==> config.mk <==
export PLATFORM = sky130hd
export DESIGN_NAME = fp16_align_stage
export DESIGN_NICKNAME = d
export VERILOG_FILES = /design/src/rtl/fp16_pkg.sv /design/src/rtl/fp16_sticky_shifter.sv /design/src/rtl/fp16_align_stage.sv
export SDC_FILE = /design/constraint.sdc
export NUM_CORES = 1
export LEC_CHECK = 0
export BUFFER_PORTS_ARGS = -buffer_cell sky130_fd_sc_hd__buf_2
export CAP_MARGIN = 25
export CORE_ASPECT_RATIO = 0.9
export CORE_UTILIZATION = 55
export DETAILED_ROUTE_END_ITERATION = 7
export GPL_ROUTABILITY_DRIVEN = 0
export PLACE_DENSITY_LB_ADDON = 0.08
export SYNTH_ARGS = -nofsm -noshare
export SYNTH_HDL_FRONTEND = slang
export SYNTH_SLANG_ARGS = --single-unit
==> constraint.sdc <==
create_clock -name i_clk -period 5.8 [get_ports i_clk]
set_clock_uncertainty 0.15 [all_clocks]
set_input_delay 0.58 -clock i_clk [delete_from_list [all_inputs] [get_ports i_clk]]
set_output_delay 0.58 -clock i_clk [all_outputs]
set_load 0.01 [all_outputs]
==> src/rtl/fp16_pkg.sv <==
// Shared binary16 field widths, packed operand view and classification helpers for the fp16 add pipeline.
package fp16_pkg;

    localparam int EXP_W = 5;
    localparam int MAN_W = 10;
    localparam int GRS_W = 3;
    localparam int BIAS  = 15;
    localparam int MAG_W = 1 + MAN_W + GRS_W;

    localparam logic [EXP_W-1:0] EXP_MAX = 5'h1F;

    typedef struct packed {
        logic             sign;
        logic [EXP_W-1:0] exp;
        logic [MAN_W-1:0] frac;
    } fp16_t;

    function automatic logic is_nan(input fp16_t v);
        return (v.exp == EXP_MAX) && (v.frac != '0);
    endfunction

    function automatic logic is_inf(input fp16_t v);
        return (v.exp == EXP_MAX) && (v.frac == '0);
    endfunction

    // Subnormals and zero share the exponent of the smallest normal.
    function automatic logic [EXP_W-1:0] eff_exp(input fp16_t v);
        return (v.exp == '0) ? EXP_W'(1) : v.exp;
    endfunction

    function automatic logic [MAG_W-1:0] significand(input fp16_t v);
        return {(v.exp != '0), v.frac, {GRS_W{1'b0}}};
    endfunction

endpackage

==> src/rtl/fp16_sticky_shifter.sv <==
// Combinational right shift of an aligned significand; saturates to zero past the full width.
// FP16_ALIGN_STICKY_EN folds every shifted-out bit into bit 0; otherwise plain truncation.
module fp16_sticky_shifter
    import fp16_pkg::*;
(
    input  logic [MAG_W-1:0] i_mag,
    input  logic [EXP_W-1:0] i_shamt,
    output logic [MAG_W-1:0] o_mag
);

    localparam logic [EXP_W-1:0] SAT = EXP_W'(MAG_W);

    logic [MAG_W-1:0] shifted;

`ifdef FP16_ALIGN_STICKY_EN
    logic sticky;

    always_comb begin
        shifted = (i_shamt >= SAT) ? '0 : (i_mag >> i_shamt);
        sticky  = 1'b0;
        for (int i = 0; i < MAG_W; i++) begin
            if (EXP_W'(i) < i_shamt) begin
                sticky = sticky | i_mag[i];
            end
        end
        o_mag = {shifted[MAG_W-1:1], shifted[0] | sticky};
    end
`else
    always_comb begin
        shifted = (i_shamt >= SAT) ? '0 : (i_mag >> i_shamt);
        o_mag   = shifted;
    end
`endif

endmodule

==> src/rtl/fp16_align_stage.sv <==
// Two-stage fp16 operand unpack/align ahead of the magnitude adder; 2-cycle latency, 1 op/cycle.
// Valid/ready stall chain: o_ready is combinational from i_ready; FP16_ALIGN_STICKY_EN enables sticky OR.
module fp16_align_stage
    import fp16_pkg::*;
(
    input  logic                   i_clk,
    input  logic                   i_rst_n,
    input  logic                   i_valid,
    output logic                   o_ready,
    input  logic [EXP_W+MAN_W:0]   i_lhs,
    input  logic [EXP_W+MAN_W:0]   i_rhs,
    output logic                   o_valid,
    input  logic                   i_ready,
    output logic [EXP_W-1:0]       o_exp,
    output logic                   o_lhs_sign,
    output logic [MAG_W-1:0]       o_lhs_magnitude,
    output logic                   o_rhs_sign,
    output logic [MAG_W-1:0]       o_rhs_magnitude,
    output logic                   o_nan,
    output logic                   o_inf
);

    fp16_t lhs, rhs;
    assign lhs = fp16_t'(i_lhs);
    assign rhs = fp16_t'(i_rhs);

    logic rdy_q;
    logic s1_valid_q, s2_valid_q;
    logic s1_en, s2_en, accept;

    assign s2_en   = !s2_valid_q || i_ready;
    assign s1_en   = !s1_valid_q || s2_en;
    assign o_ready = s1_en && rdy_q;
    assign accept  = i_valid && o_ready;

    // Stage 1 next state
    logic [EXP_W-1:0] s1_lhs_exp_d, s1_rhs_exp_d, s1_diff_d;
    logic             s1_lhs_big_d, s1_nan_d, s1_inf_d, s1_lhs_sign_d;

    always_comb begin
        s1_lhs_exp_d = eff_exp(lhs);
        s1_rhs_exp_d = eff_exp(rhs);
        s1_lhs_big_d = s1_lhs_exp_d >= s1_rhs_exp_d;
        s1_diff_d    = s1_lhs_big_d ? (s1_lhs_exp_d - s1_rhs_exp_d) : (s1_rhs_exp_d - s1_lhs_exp_d);
        s1_nan_d     = is_nan(lhs) || is_nan(rhs) ||
                       (is_inf(lhs) && is_inf(rhs) && (lhs.sign != rhs.sign));
        s1_inf_d     = !s1_nan_d && (is_inf(lhs) || is_inf(rhs));
        // An infinite result reports its sign on the lhs lane even when only rhs is infinite.
        s1_lhs_sign_d = (s1_inf_d && !is_inf(lhs)) ? rhs.sign : lhs.sign;
    end

    logic [MAG_W-1:0] s1_lhs_sig_q, s1_rhs_sig_q;
    logic [EXP_W-1:0] s1_lhs_exp_q, s1_rhs_exp_q, s1_diff_q;
    logic             s1_lhs_big_q, s1_nan_q, s1_inf_q, s1_lhs_sign_q, s1_rhs_sign_q;

    // Stage 2 next state
    logic [MAG_W-1:0] shift_in, shift_out;
    logic [MAG_W-1:0] s2_lhs_mag_d, s2_rhs_mag_d;
    logic [EXP_W-1:0] s2_exp_d;

    assign shift_in     = s1_lhs_big_q ? s1_rhs_sig_q : s1_lhs_sig_q;
    assign s2_lhs_mag_d = s1_lhs_big_q ? s1_lhs_sig_q : shift_out;
    assign s2_rhs_mag_d = s1_lhs_big_q ? shift_out : s1_rhs_sig_q;
    assign s2_exp_d     = s1_lhs_big_q ? s1_lhs_exp_q : s1_rhs_exp_q;

    fp16_sticky_shifter u_shifter (
        .i_mag   (shift_in),
        .i_shamt (s1_diff_q),
        .o_mag   (shift_out)
    );

    logic [EXP_W-1:0] exp_q;
    logic [MAG_W-1:0] lhs_mag_q, rhs_mag_q;
    logic             lhs_sign_q, rhs_sign_q, nan_q, inf_q;

    always_ff @(posedge i_clk) begin
        if (!i_rst_n) begin
            rdy_q         <= 1'b0;
            s1_valid_q    <= 1'b0;
            s1_lhs_sig_q  <= '0;
            s1_rhs_sig_q  <= '0;
            s1_lhs_exp_q  <= '0;
            s1_rhs_exp_q  <= '0;
            s1_diff_q     <= '0;
            s1_lhs_big_q  <= 1'b0;
            s1_nan_q      <= 1'b0;
            s1_inf_q      <= 1'b0;
            s1_lhs_sign_q <= 1'b0;
            s1_rhs_sign_q <= 1'b0;
            s2_valid_q    <= 1'b0;
            exp_q         <= '0;
            lhs_mag_q     <= '0;
            rhs_mag_q     <= '0;
            lhs_sign_q    <= 1'b0;
            rhs_sign_q    <= 1'b0;
            nan_q         <= 1'b0;
            inf_q         <= 1'b0;
        end else begin
            rdy_q <= 1'b1;
            if (s1_en) begin
                s1_valid_q <= accept;
                if (accept) begin
                    s1_lhs_sig_q  <= significand(lhs);
                    s1_rhs_sig_q  <= significand(rhs);
                    s1_lhs_exp_q  <= s1_lhs_exp_d;
                    s1_rhs_exp_q  <= s1_rhs_exp_d;
                    s1_diff_q     <= s1_diff_d;
                    s1_lhs_big_q  <= s1_lhs_big_d;
                    s1_nan_q      <= s1_nan_d;
                    s1_inf_q      <= s1_inf_d;
                    s1_lhs_sign_q <= s1_lhs_sign_d;
                    s1_rhs_sign_q <= rhs.sign;
                end
            end
            if (s2_en) begin
                s2_valid_q <= s1_valid_q;
                if (s1_valid_q) begin
                    exp_q      <= s2_exp_d;
                    lhs_mag_q  <= s2_lhs_mag_d;
                    rhs_mag_q  <= s2_rhs_mag_d;
                    lhs_sign_q <= s1_lhs_sign_q;
                    rhs_sign_q <= s1_rhs_sign_q;
                    nan_q      <= s1_nan_q;
                    inf_q      <= s1_inf_q;
                end
            end
        end
    end

    assign o_valid         = s2_valid_q;
    assign o_exp           = exp_q;
    assign o_lhs_sign      = lhs_sign_q;
    assign o_lhs_magnitude = lhs_mag_q;
    assign o_rhs_sign      = rhs_sign_q;
    assign o_rhs_magnitude = rhs_mag_q;
    assign o_nan           = nan_q;
    assign o_inf           = inf_q;

endmodule

======== Yosys cells after proc, flatten, opt, wreduce, memory -nomap -nowiden ========
Cells that the tools add are included.
storage, ports and cells
  register bits ........................... 82
  input bits .............................. 36
  output and inout port bits .............. 39
  logic and storage cells ................. 67
cells by class
  $add $sub $neg .......................... 2
  order comparisons ....................... 2
  equality and inequality tests ........... 3
  shift operators ......................... 1
  mux-type cells .......................... 10
  reductions and logical operators ........ 29
operators with widths
  kind                count
  $mux 14             4
  $logic_not 10->1    2
  $mux 5              4
  $reduce_bool 10->1  2
  $shr 14x5->14       1
  $eq 5x5->1 const B  2
  $logic_and 1x1->1   10
  $logic_not 5->1     2
  $reduce_bool 5->1   2
  $sub 5x5->5         2
  $ge 5x4->1 const B  1
  $ge 5x5->1          1
  $logic_or 1x1->1    5
  $logic_not 1->1     4
  $reduce_and 2->1    2
  $mux 1              2
  $ne 1x1->1          1

======== Logic depth before layout (Yosys ltp) ========
Gate-level depths: netlist of the first run.
  depth after elaboration ................. 9
  depth in mapped cells ................... 11
  mapped depth without buffers ............ 11

======== Cells and area by module ========
From an unflattened synthesis of the first run, not the netlist that was laid out.
second synthesis, totals
  cells, all modules ...................... 522
  area total of the unflattened synthesis .. 4,754.6 µm²
by module, submodules not included
  module               times used  cells each  area each (µm²)  sequential area each (µm²)
  fp16_align_stage     1           457         4,070.2          1,641.6
  fp16_sticky_shifter  1           65          684.4            0.0

======== Least setup slack after synthesis of the first run ========
Ideal clock, no wire load.
  kind .................................... input-to-reg
  from .................................... in i_rhs[10]
  to ...................................... reg s1_diff_q[4]
  setup time .............................. 0.087 ns
  arrival ................................. 2.717 ns
  required time ........................... 5.563 ns
  path slack .............................. 2.846 ns
  cell stages on the path ................. 11
  path buffers ............................ 0
  path through ............................ or4_1 nor2_1 nor2_1 inv_1 ha_1 nor2b_1 o21ai_1 or4_1 a31oi_1 nor2b_1 o31ai_1
on the way
  longest elaborated chain between the ends .. 4
  elaborated cells on any way between the ends .. 6
  classes of those cells .................. add/sub (2); order compare (1); mux (2); reduce/logical (1)
ends and longest elaborated chain
  element                                    RTL line                                        RTL
  from (decl)                                fp16_align_stage.sv:11                          input logic [EXP_W+MAN_W:0] i_rhs,
  $logic_not 5->1                            fp16_pkg.sv:28                                  return (v.exp == '0) ? EXP_W'(1) : v.exp;
  $mux 5 *                                   fp16_pkg.sv:28
  via s1_rhs_exp_d[0]                        fp16_align_stage.sv:37                          logic [EXP_W-1:0] s1_lhs_exp_d, s1_rhs_exp_d, s1_diff_d;
  $sub 5x5->5 or $ge 5x5->1 (tied branches)  fp16_align_stage.sv:44, fp16_align_stage.sv:43
  $mux 5 *                                   fp16_align_stage.sv:44                          s1_diff_d = s1_lhs_big_d ? (s1_lhs_exp_d - s1_rhs_exp_d) : (s1_rhs_exp_d - s1_lhs_exp_d);
  to (signal assigned)                       fp16_align_stage.sv:107                         s1_diff_q <= s1_diff_d;
  to (decl)                                  fp16_align_stage.sv:53                          logic [EXP_W-1:0] s1_lhs_exp_q, s1_rhs_exp_q, s1_diff_q;
Mark *: on every way through the listed nets, which the timed path passes. The rest lies on a longest branch.
A chain may end at the register's enable or synchronous reset.

======== Worst setup path in the final report of the first run ========
  from .................................... reg s1_lhs_big_q
  to ...................................... reg lhs_mag_q[1], in the netlist o_lhs_magnitude[1]
on the way
  longest elaborated chain between the ends .. 4
ends and longest elaborated chain
  element                 RTL line                   RTL
  from (decl)             fp16_align_stage.sv:54     logic s1_lhs_big_q, s1_nan_q, s1_inf_q, s1_lhs_sign_q, s1_rhs_sign_q;
  from (signal assigned)  fp16_align_stage.sv:108    s1_lhs_big_q <= s1_lhs_big_d;
  $mux 14                 fp16_align_stage.sv:61     assign shift_in = s1_lhs_big_q ? s1_rhs_sig_q : s1_lhs_sig_q;
  $shr 14x5->14           fp16_sticky_shifter.sv:30  shifted = (i_shamt >= SAT) ? '0 : (i_mag >> i_shamt);
  $mux 14                 fp16_sticky_shifter.sv:30
  $mux 14 *               fp16_align_stage.sv:62     assign s2_lhs_mag_d = s1_lhs_big_q ? s1_lhs_sig_q : shift_out;
  to (signal assigned)    fp16_align_stage.sv:119    lhs_mag_q <= s2_lhs_mag_d;
  to (decl)               fp16_align_stage.sv:73     logic [MAG_W-1:0] lhs_mag_q, rhs_mag_q;
Mark *: on every way between the ends. The rest lies on a longest branch, timed or not.

==> results of run 1 <==
## power groups by stage
stage                     registers, mW  clock network [mW]  logic (mW)
after floorplan                   0.621                   0       0.190
after detailed placement          0.644                   0       0.235
after global routing              0.632               0.419       0.272
after CTS                         0.631               0.401       0.236
after global placement            0.643                   0       0.230
final                             0.628               0.394       0.245
## cell type report
class,instances,area [um^2]
clock buffers,10,137.6
clock inverters,6,48.80
fillers,788,3172
inverters,14,52.55
multi-input cells,437,2963
flip-flops and latches,82,1643
well taps,119,148.9
repair buffers,81,442.9
## layout by cell type (no fill, tap or decap), types with 10 or more instances in the layout
| cell type | netlist | layout |
|---|---|---|
| clkbuf_8 | 0 | 10 |
| inv_1 | 13 | 13 |
| mux2i_1 | 33 | 33 |
| o21ai_0 | 15 | 15 |
| nand2_1 | 109 | 109 |
| nor2_1 | 29 | 29 |
| buf_2 | 11 | 74 |
| a21boi_0 | 11 | 11 |
| nand3_1 | 17 | 17 |
| dfxtp_1 | 82 | 81 |
| a21oi_1 | 20 | 20 |
| o21ai_1 | 12 | 12 |
| o211a_1 | 13 | 13 |
| a21boi_1 | 30 | 30 |
## flip-flops by register name (all words and copies together) (netlist names)
signal / flops
s1_inf_q: 1
s1_valid_q: 1
o_rhs_magnitude: 14
s1_rhs_exp_q: 5
o_valid: 1
rdy_q: 1
o_rhs_sign: 1
s1_lhs_big_q: 1
s1_rhs_sign_q: 1
s1_lhs_sign_q: 1
s1_rhs_sig_q: 11
s1_nan_q: 1
o_lhs_sign: 1
s1_lhs_sig_q: 11
o_inf: 1
s1_lhs_exp_q: 5
s1_diff_q: 5
o_exp: 5
o_lhs_magnitude: 14
o_nan: 1
## cell families (layout without fill, tap and decap cells)
logic type | count (synthesis) | after routing | synth area share, %
AOI/OAI and AO/OA | 148 | 148 | 21.77
adders and majority gates | 11 | 11 | 3.120
xor gates and xnor gates | 2 | 2 | 0.3581
muxes | 49 | 49 | 13.35
buffers and inverters | 70 | 111 | 5.882
DFF | 82 | 82 | 33.55
and+or+nand+nor | 227 | 227 | 21.97
## stage by stage
step           hold slack (ns)  util [%]  instances
4_1_cts                 0.3072     62.83        748
6_report                0.3034     63.15        749
2_1_floorplan           0.2844         -        589
5_1_grt                 0.3223     63.15        749
3_3_place_gp            0.2884     60.67        732
3_5_place_dp            0.2956     60.67        732
## path summary, 6_finish.rpt
kind | depth (start not counted) | end
worst max-delay path | 6 | o_lhs_magnitude[1]
worst min-delay path | 2 | o_rhs_magnitude[2]
worst max register to register | 6 | o_lhs_magnitude[1]
worst min register to register | 2 | o_rhs_magnitude[2]
## routing by layer
metal | vias up | share of wire [%] | GRT usage [%]
met4 | 0 | 2.6 | 10.87
met3 | 32 | 6.8 | 6.390
met2 | 162 | 48 | 47.34
met5 | - | 0 | 0
met1 | 2109 | 43 | 34.81
li1 | 2184 | - | -
## worst min-delay path, delay by kind of cell, from the launching register on
family	cells	cell delay, ns
DFF	1	0.32
and+or+nand+nor	1	0.05
AOI/OAI and AO/OA	1	0.05
==> impl_metrics.py, run 1 <==
metrics = {
    "outcome": {
        "status": "finished, final reports clean",
    },
    "sta": {
        "hold_viol_final": 0,
        "setup_viol": 0,
        "maxSlewHeadroom_pct": 31.35,
        "tns_ns": 0,
        "rsz0062_at_grt": "no",
        "drv_slew": 0,
        "tightestPinTransition_ns": 1.028,
        "layout_setup_ws_ns": 2.859,
        "min_period_over_period_pct": 50.70,
        "layout_min_cycle_time_ns": 2.941,
        "fmax_mhz": 340.1,
    },
    "die": {
        "die_x_um": 101.4,
        "pin_count": 75,
        "row_count": 32,
        "die_area_mm2": 0.009277,
        "fp.dieH_um": 91.48,
        "initial_core_util_pct": 56.83,
        "coreArea_mm2": 0.008608,
    },
    "clocking": {
        "holdBufCountCts": 0,
        "cts_setup_buffers": 0,
        "clock_path_buffers": 2,
        "post_cts_resized": 0,
        "cts_sinks": 82,
        "cts_buffers": 9,
        "path_clk_slew_ns": 0.09,
        "cts_tree": "built",
        "clk_latency_ns": 0.36,
        "htree_levels": 3,
        "cts-root-buf": "clkbuf_8",
    },
    "worst_hold_path": {
        "hold_start": "o_rhs_magnitude[2]",
        "worstHoldPathType": "flop to flop",
    },
    "critical_path": {
        "cp-end-kind": "flop",
        "slowest_stage": "dfxtp_2",
        "crit_buf_inv": 1,
        "cp_top_family": "flip-flops",
        "critical-path-max-stage-delay_ns": 0.83,
        "r2r_start": "s1_lhs_big_q",
        "startpoint_type": "flop",
        "arrival_ns": 3.05,
        "r2r_slack_ns": 2.86,
        "path_max_fanout": 38,
        "cp-startpoint": "s1_lhs_big_q",
        "required_ns": 5.91,
        "critical_path_class": "flop to flop",
        "crit_chain": "buf_4 -> mux2i_1 -> nor3_1 -> nor4_2 -> a21boi_1 -> a32o_1",
    },
    "place": {
        "place_hpwl_um": 8784,
        "post_dp_cell_area_mm2": 0.005223,
        "preCtsSetupSlack_ns": 2.580,
        "portBuffers": 74,
    },
    "layout": {
        "antenna_cells": 0,
        "drive_above_1_share_pct": 17.62,
        "layout.nets": 672,
        "area_delta_synth_final_pct": 11.13,
        "design_area_mm2": 0.005436,
    },
    "logic_synthesis": {
        "synth_top_area_cell": "dfxtp_1",
        "ys.flop_type": "dfxtp_1",
        "synth_area_leaders": "dfxtp_1 (34%), nand2_1 (8.4%), mux2i_1 (6.8%), a21boi_1 (4.6%), mux4_2 (3.2%)",
        "synthTopCellsByCount": "nand2_1 (109), dfxtp_1 (82), clkbuf_1 (39)",
        "synth_most_common_cell": "nand2_1",
        "async_flop_share_pct": 0,
        "synth_area_mm2": 0.004892,
        "yosysTopAreaCellShare_pct": 33.55,
        "yosysSeqAreaShare_pct": 33.55,
        "avgSynthCellArea_um2": 8.306,
        "yosysWarnings": 0,
        "synthesis.instances": 589,
        "synth_edf_count": 0,
        "synthesis.nets": 636,
        "synth-seq-cells": 82,
        "yosysUniqueCellTypes": 61,
    },
    "route": {
        "drtAntennaViolNets": 0,
        "drc_errors": 0,
        "avgViaCountPerCell": 5.991,
        "vias": 4487,
        "route.detailed.wl_per_inst_um": 16.51,
        "drtIter0Drc": 242,
        "postRouteWirelength_um": 12370,
        "firstDrtPassIters": 6,
    },
    "grt": {
        "grt_overflow_total": 0,
        "antenna_found_initial": 0,
        "grt_pass1_wl_um": 20360,
        "grt_pass1_vias": 4184,
        "grt_max_degree": 85,
        "grtUsageTotal_pct": 28.20,
    },
    "power": {
        "power_density_mw_per_mm2": 232.9,
        "pwr-share-seq_pct": 49.6,
        "p_leak_nw": 2.226,
        "vdd_drop_max_uv": 120.7,
        "internal-power_mw": 0.8665,
        "switchingPower_mw": 0.3997,
        "power_mw": 1.266,
        "p_comb_share_pct": 19.4,
        "p_clk_share_pct": 31.1,
        "swShare_pct": 31.57,
    },
    "job": {
        "maxCapViolCount": 0,
    },
}
Note: power is estimated with default switching activity, not from simulation.
==> run 2: changes to the inputs <==
==> constraint.sdc (replaced) <==
create_clock -name i_clk -period 3 [get_ports i_clk]
set_clock_uncertainty 0.15 [all_clocks]
set_input_delay 0.3 -clock i_clk [delete_from_list [all_inputs] [get_ports i_clk]]
set_output_delay 0.3 -clock i_clk [all_outputs]
set_load 0.01 [all_outputs]
==> impl_metrics.py, run 2 (same netlist as run 1, synthesis figures left out) <==
metrics = {
    "place": {
        "dpl.cell_count": 744,
        "portBuffers": 74,
        "place_hpwl_um": 9380,
    },
    "power": {
        "vdd_drop_max_uv": 309.6,
        "p_leak_nw": 2.294,
        "power_density_mw_per_mm2": 459.4,
    },
    "route": {
        "postRouteWirelength_um": 12730,
        "drtIter0Drc": 282,
        "drc_errors": 0,
        "vias": 4573,
        "drtAntennaViolNets": 0,
        "avgViaCountPerCell": 6.017,
        "route.detailed.wl_per_inst_um": 16.75,
        "firstDrtPassIters": 4,
    },
    "clocking": {
        "holdBufCountCts": 0,
        "cts-root-buf": "clkbuf_8",
        "cts_buffers": 9,
        "cts_setup_buffers": 0,
        "cts_sinks": 82,
        "htree_levels": 3,
        "clk_latency_ns": 0.38,
        "cts_tree": "built",
        "clock_path_buffers": 2,
        "path_clk_slew_ns": 0.10,
        "post_cts_resized": 0,
    },
    "critical_path": {
        "slowest_stage": "dfxtp_1",
        "crit_buf_inv": 1,
        "crit_chain": "buf_4 -> mux4_2 -> a21oi_1 -> mux2i_1 -> nand4_1 -> a21boi_1",
        "critical-path-max-stage-delay_ns": 0.68,
        "critical_path_class": "flop to flop",
        "startpoint_type": "flop",
        "cp-end-kind": "flop",
        "cp_top_family": "multiplexers",
        "arrival_ns": 2.71,
        "required_ns": 3.12,
        "path_max_fanout": 17,
    },
    "layout": {
        "fin_util_pct": 64.07,
        "drive_above_1_share_pct": 19.03,
        "area_delta_synth_final_pct": 12.74,
        "layout.nets": 683,
        "antenna_cells": 0,
        "most-common-layout-cells": "nand2_1 (109), dfxtp_1 (81), buf_2 (74), mux2i_1 (33), a21boi_1 (30)",
        "layout_commonest_cell": "nand2_1",
        "finalNonFillerCells": 760,
    },
    "sta": {
        "tns_ns": 0,
        "layout_min_cycle_time_ns": 2.594,
        "min_period_over_period_pct": 86.47,
        "tightestPinTransition_ns": 1.016,
        "hold_viol_final": 0,
        "drv_slew": 0,
        "setup_viol": 0,
        "fmax_mhz": 385.5,
        "maxSlewHeadroom_pct": 32.20,
        "rsz0062_at_grt": "no",
    },
    "grt": {
        "busiest_layer": "met2",
        "antenna_found_initial": 0,
        "grt_pass1_vias": 4135,
        "grt_pass1_wl_um": 20920,
        "grt_overflow_total": 0,
        "grtUsageMet1_pct": 37.78,
        "grt_max_degree": 53,
        "met2_usage_pct": 47.28,
        "met3_usage_pct": 6.928,
        "grtUsageTotal_pct": 29.22,
    },
    "die": {
        "coreArea_mm2": 0.008608,
        "die_area_mm2": 0.009277,
        "row_count": 32,
        "die_x_um": 101.4,
        "initial_core_util_pct": 56.83,
        "pin_count": 75,
        "fp.dieH_um": 91.48,
    },
    "job": {
        "maxCapViolCount": 0,
    },
    "outcome": {
        "status": "finished, final reports clean",
    },
    "worst_hold_path": {
        "worstHoldPathType": "input pin to flop",
    },
}
## run 2: changes by cell type in the layout (fill, tap and decap cells not counted), sizes merged
cell	before	now
clkinvlp	3	0
inv	16	20
clkbuf	10	9
buf	81	92
## run 2: layout make-up
cell class / count / area (um^2)
Clock buffer: 9 / 123.9
Clock inverter: 7 / 78.83
Fill cell: 767 / 3093
Inverter: 14 / 52.55
Multi-Input combinational cell: 437 / 2963
Sequential cell: 82 / 1643
Tap cell: 119 / 148.9
Timing Repair Buffer: 92 / 505.5
## run 2: path summary, 6_finish.rpt
check | from | to | slack, ns | cells past startpoint
worst min-delay path | i_rhs[9] | s1_rhs_sig_q[12] | 0.01 | 3
worst max-delay path | s1_diff_q[0] | o_rhs_magnitude[7] | 0.41 | 6
worst min register to register | s1_rhs_exp_q[3] | s1_rhs_exp_q[3] | 0.31 | 2
worst max register to register | s1_diff_q[0] | o_rhs_magnitude[7] | 0.41 | 6
## run 2: routing by layer
metal / up-vias / wire length (um)
met1: 2183 / 5520
li1: 2206 / -
met5: - / 0
met3: 28 / 813
met4: 0 / 305
met2: 156 / 6089
## run 2: through the flow
stage | hold slack (ns) | cell area [um^2] | total power, mW | setup slack [ns]
floorplan | 0.1777 | 4892 | 1.569 | 0.3262
global placement | 0.2877 | 5313 | 1.706 | 0.1666
detailed placement | 0.2932 | 5313 | 1.719 | 0.09293
CTS | 0.0001557 | 5515 | 2.540 | 0.4348
global route | 0.009616 | 5515 | 2.651 | 0.2145
finish | 0.01055 | 5515 | 2.534 | 0.4060
## run 2: tightest hold or removal path, stage by stage
cell and delay, ns:
buf_2 0.10, nand2_1 0.05, a21boi_1 0.05
## run 2: power breakdown
group | switching [mW] | internal [mW] | leakage, nW
combinational | 0.283 | 0.213 | 1.52
clock | 0.495 | 0.337 | 0.105
sequential | 0.0676 | 1.14 | 0.670
==> run 3: changes to the inputs <==
--- a/config.mk
+++ b/config.mk
@@ -12,6 +12,7 @@
 export DETAILED_ROUTE_END_ITERATION = 7
 export GPL_ROUTABILITY_DRIVEN = 0
 export PLACE_DENSITY_LB_ADDON = 0.08
+export REMOVE_ABC_BUFFERS = 1
 export SYNTH_ARGS = -nofsm -noshare
 export SYNTH_HDL_FRONTEND = slang
 export SYNTH_SLANG_ARGS = --single-unit
==> impl_metrics.py, run 3 (same netlist as run 1, synthesis figures left out) <==
metrics = {
    "grt": {
        "grt_pass1_vias": 4145,
        "grt_overflow_total": 0,
        "grt_max_degree": 59,
        "grt_pass1_wl_um": 20240,
        "grtUsageTotal_pct": 27.84,
        "antenna_found_initial": 0,
    },
    "layout": {
        "drive_above_1_share_pct": 18.91,
        "antenna_cells": 0,
        "layout.nets": 682,
        "most-common-layout-cells": "nand2_1 (109), dfxtp_1 (81), buf_2 (74), mux2i_1 (33), a21boi_1 (30)",
        "area_delta_synth_final_pct": 13.61,
        "finalNonFillerCells": 759,
        "layout_commonest_cell": "nand2_1",
    },
    "critical_path": {
        "startpoint_type": "input pin",
        "critical_path_class": "input pin to flop",
        "required_ns": 3.14,
        "path_max_fanout": 5,
        "arrival_ns": 2.75,
        "cp-end-kind": "flop",
    },
    "die": {
        "die_x_um": 101.4,
        "row_count": 32,
        "initial_core_util_pct": 56.83,
        "pin_count": 75,
        "die_area_mm2": 0.009277,
        "coreArea_mm2": 0.008608,
        "fp.dieH_um": 91.48,
    },
    "sta": {
        "tns_ns": 0,
        "tightestPinTransition_ns": 0.9821,
        "min_period_over_period_pct": 86.96,
        "layout_min_cycle_time_ns": 2.609,
        "fmax_mhz": 383.3,
        "hold_viol_final": 0,
        "drv_slew": 0,
        "maxSlewHeadroom_pct": 34.44,
        "rsz0062_at_grt": "no",
        "setup_viol": 0,
    },
    "clocking": {
        "cts-root-buf": "clkbuf_8",
        "htree_levels": 3,
        "cts_sinks": 82,
        "cts_buffers": 9,
        "cts_tree": "built",
        "clock_path_buffers": 2,
        "cts_setup_buffers": 0,
        "clk_latency_ns": 0.37,
        "holdBufCountCts": 0,
        "post_cts_resized": 0,
        "path_clk_slew_ns": 0.09,
    },
    "power": {
        "p_leak_nw": 2.303,
        "p_clk_share_pct": 33.1,
        "internal-power_mw": 1.757,
        "switchingPower_mw": 0.7964,
        "swShare_pct": 31.19,
        "power_density_mw_per_mm2": 459.4,
        "pwr-share-seq_pct": 47.2,
        "p_comb_share_pct": 19.7,
        "vdd_drop_max_uv": 305.9,
    },
    "place": {
        "place_hpwl_um": 8879,
        "dpl.cell_count": 742,
        "portBuffers": 74,
    },
    "route": {
        "route.detailed.wl_per_inst_um": 16.18,
        "drc_errors": 0,
        "firstDrtPassIters": 5,
        "avgViaCountPerCell": 5.979,
        "drtAntennaViolNets": 0,
        "vias": 4538,
        "postRouteWirelength_um": 12280,
        "drtIter0Drc": 182,
    },
    "job": {
        "maxCapViolCount": 0,
    },
    "outcome": {
        "status": "finished, final reports clean",
    },
    "worst_hold_path": {
        "worstHoldPathType": "input pin to flop",
    },
}
[run 3: critical path, cell delays in order]
cell and delay, ns:
buf_2 0.13, or4_1 0.51, nor2_1 0.15, nor2_1 0.09, inv_1 0.06, ha_1 0.24, nor2b_1 0.16, o21ai_1 0.15
or4_1 0.52, a31oi_1 0.17, nor2b_1 0.06, o31ai_1 0.20
[run 3: per-layer routing]
metal	vias up	track usage, %	wire length, um
li1	2206	-	-
met5	-	0	0
met2	153	45.69	5880
met3	24	5.235	735
met1	2155	36.10	5402
met4	0	10.27	263
[run 3: path summary, 6_finish.rpt]
| kind | startpoint | endpoint | slack [ns] | cells after the start |
|---|---|---|---|---|
| worst max-delay path | i_rhs[13] | s1_diff_q[4] | 0.39 | 12 |
| worst min-delay path | i_rhs[7] | s1_rhs_sig_q[10] | 0.02 | 3 |
| worst max register to register | s1_diff_q[0] | o_rhs_magnitude[4] | 0.45 | 6 |
| worst min register to register | o_lhs_magnitude[2] | o_lhs_magnitude[2] | 0.30 | 2 |
[run 3: power by group through the flow]
stage               clock network [mW]  logic, mW  registers, mW
floorplan                            0      0.294           1.24
global placement                     0      0.472           1.23
detailed placement                   0      0.481           1.24
CTS                              0.866      0.484           1.21
global route                     0.910      0.552           1.21
finish                           0.846      0.502           1.20
[run 3: final cells by class]
| cell class | count | area [um^2] |
|---|---|---|
| sequential | 82 | 1643 |
| inverter | 14 | 52.55 |
| clock buffer | 9 | 123.9 |
| clock inverter | 7 | 83.83 |
| multi-input combinational | 437 | 2963 |
| timing repair buffer | 91 | 543.0 |
| fill | 763 | 3050 |
| tap | 119 | 148.9 |
[run 3: per-stage QoR]
step	instance area [um^2]	utilization, %	total power [mW]	hold WS [ns]	worst slack, ns
floorplan	4657	-	1.534	0.1777	-0.1365
global placement	5323	61.83	1.706	0.2829	0.1300
detailed placement	5323	61.83	1.717	0.2878	0.03022
CTS	5530	64.24	2.561	0.01115	0.4222
global route	5558	64.56	2.674	0.02389	0.2524
finish	5558	64.56	2.553	0.02331	0.3913
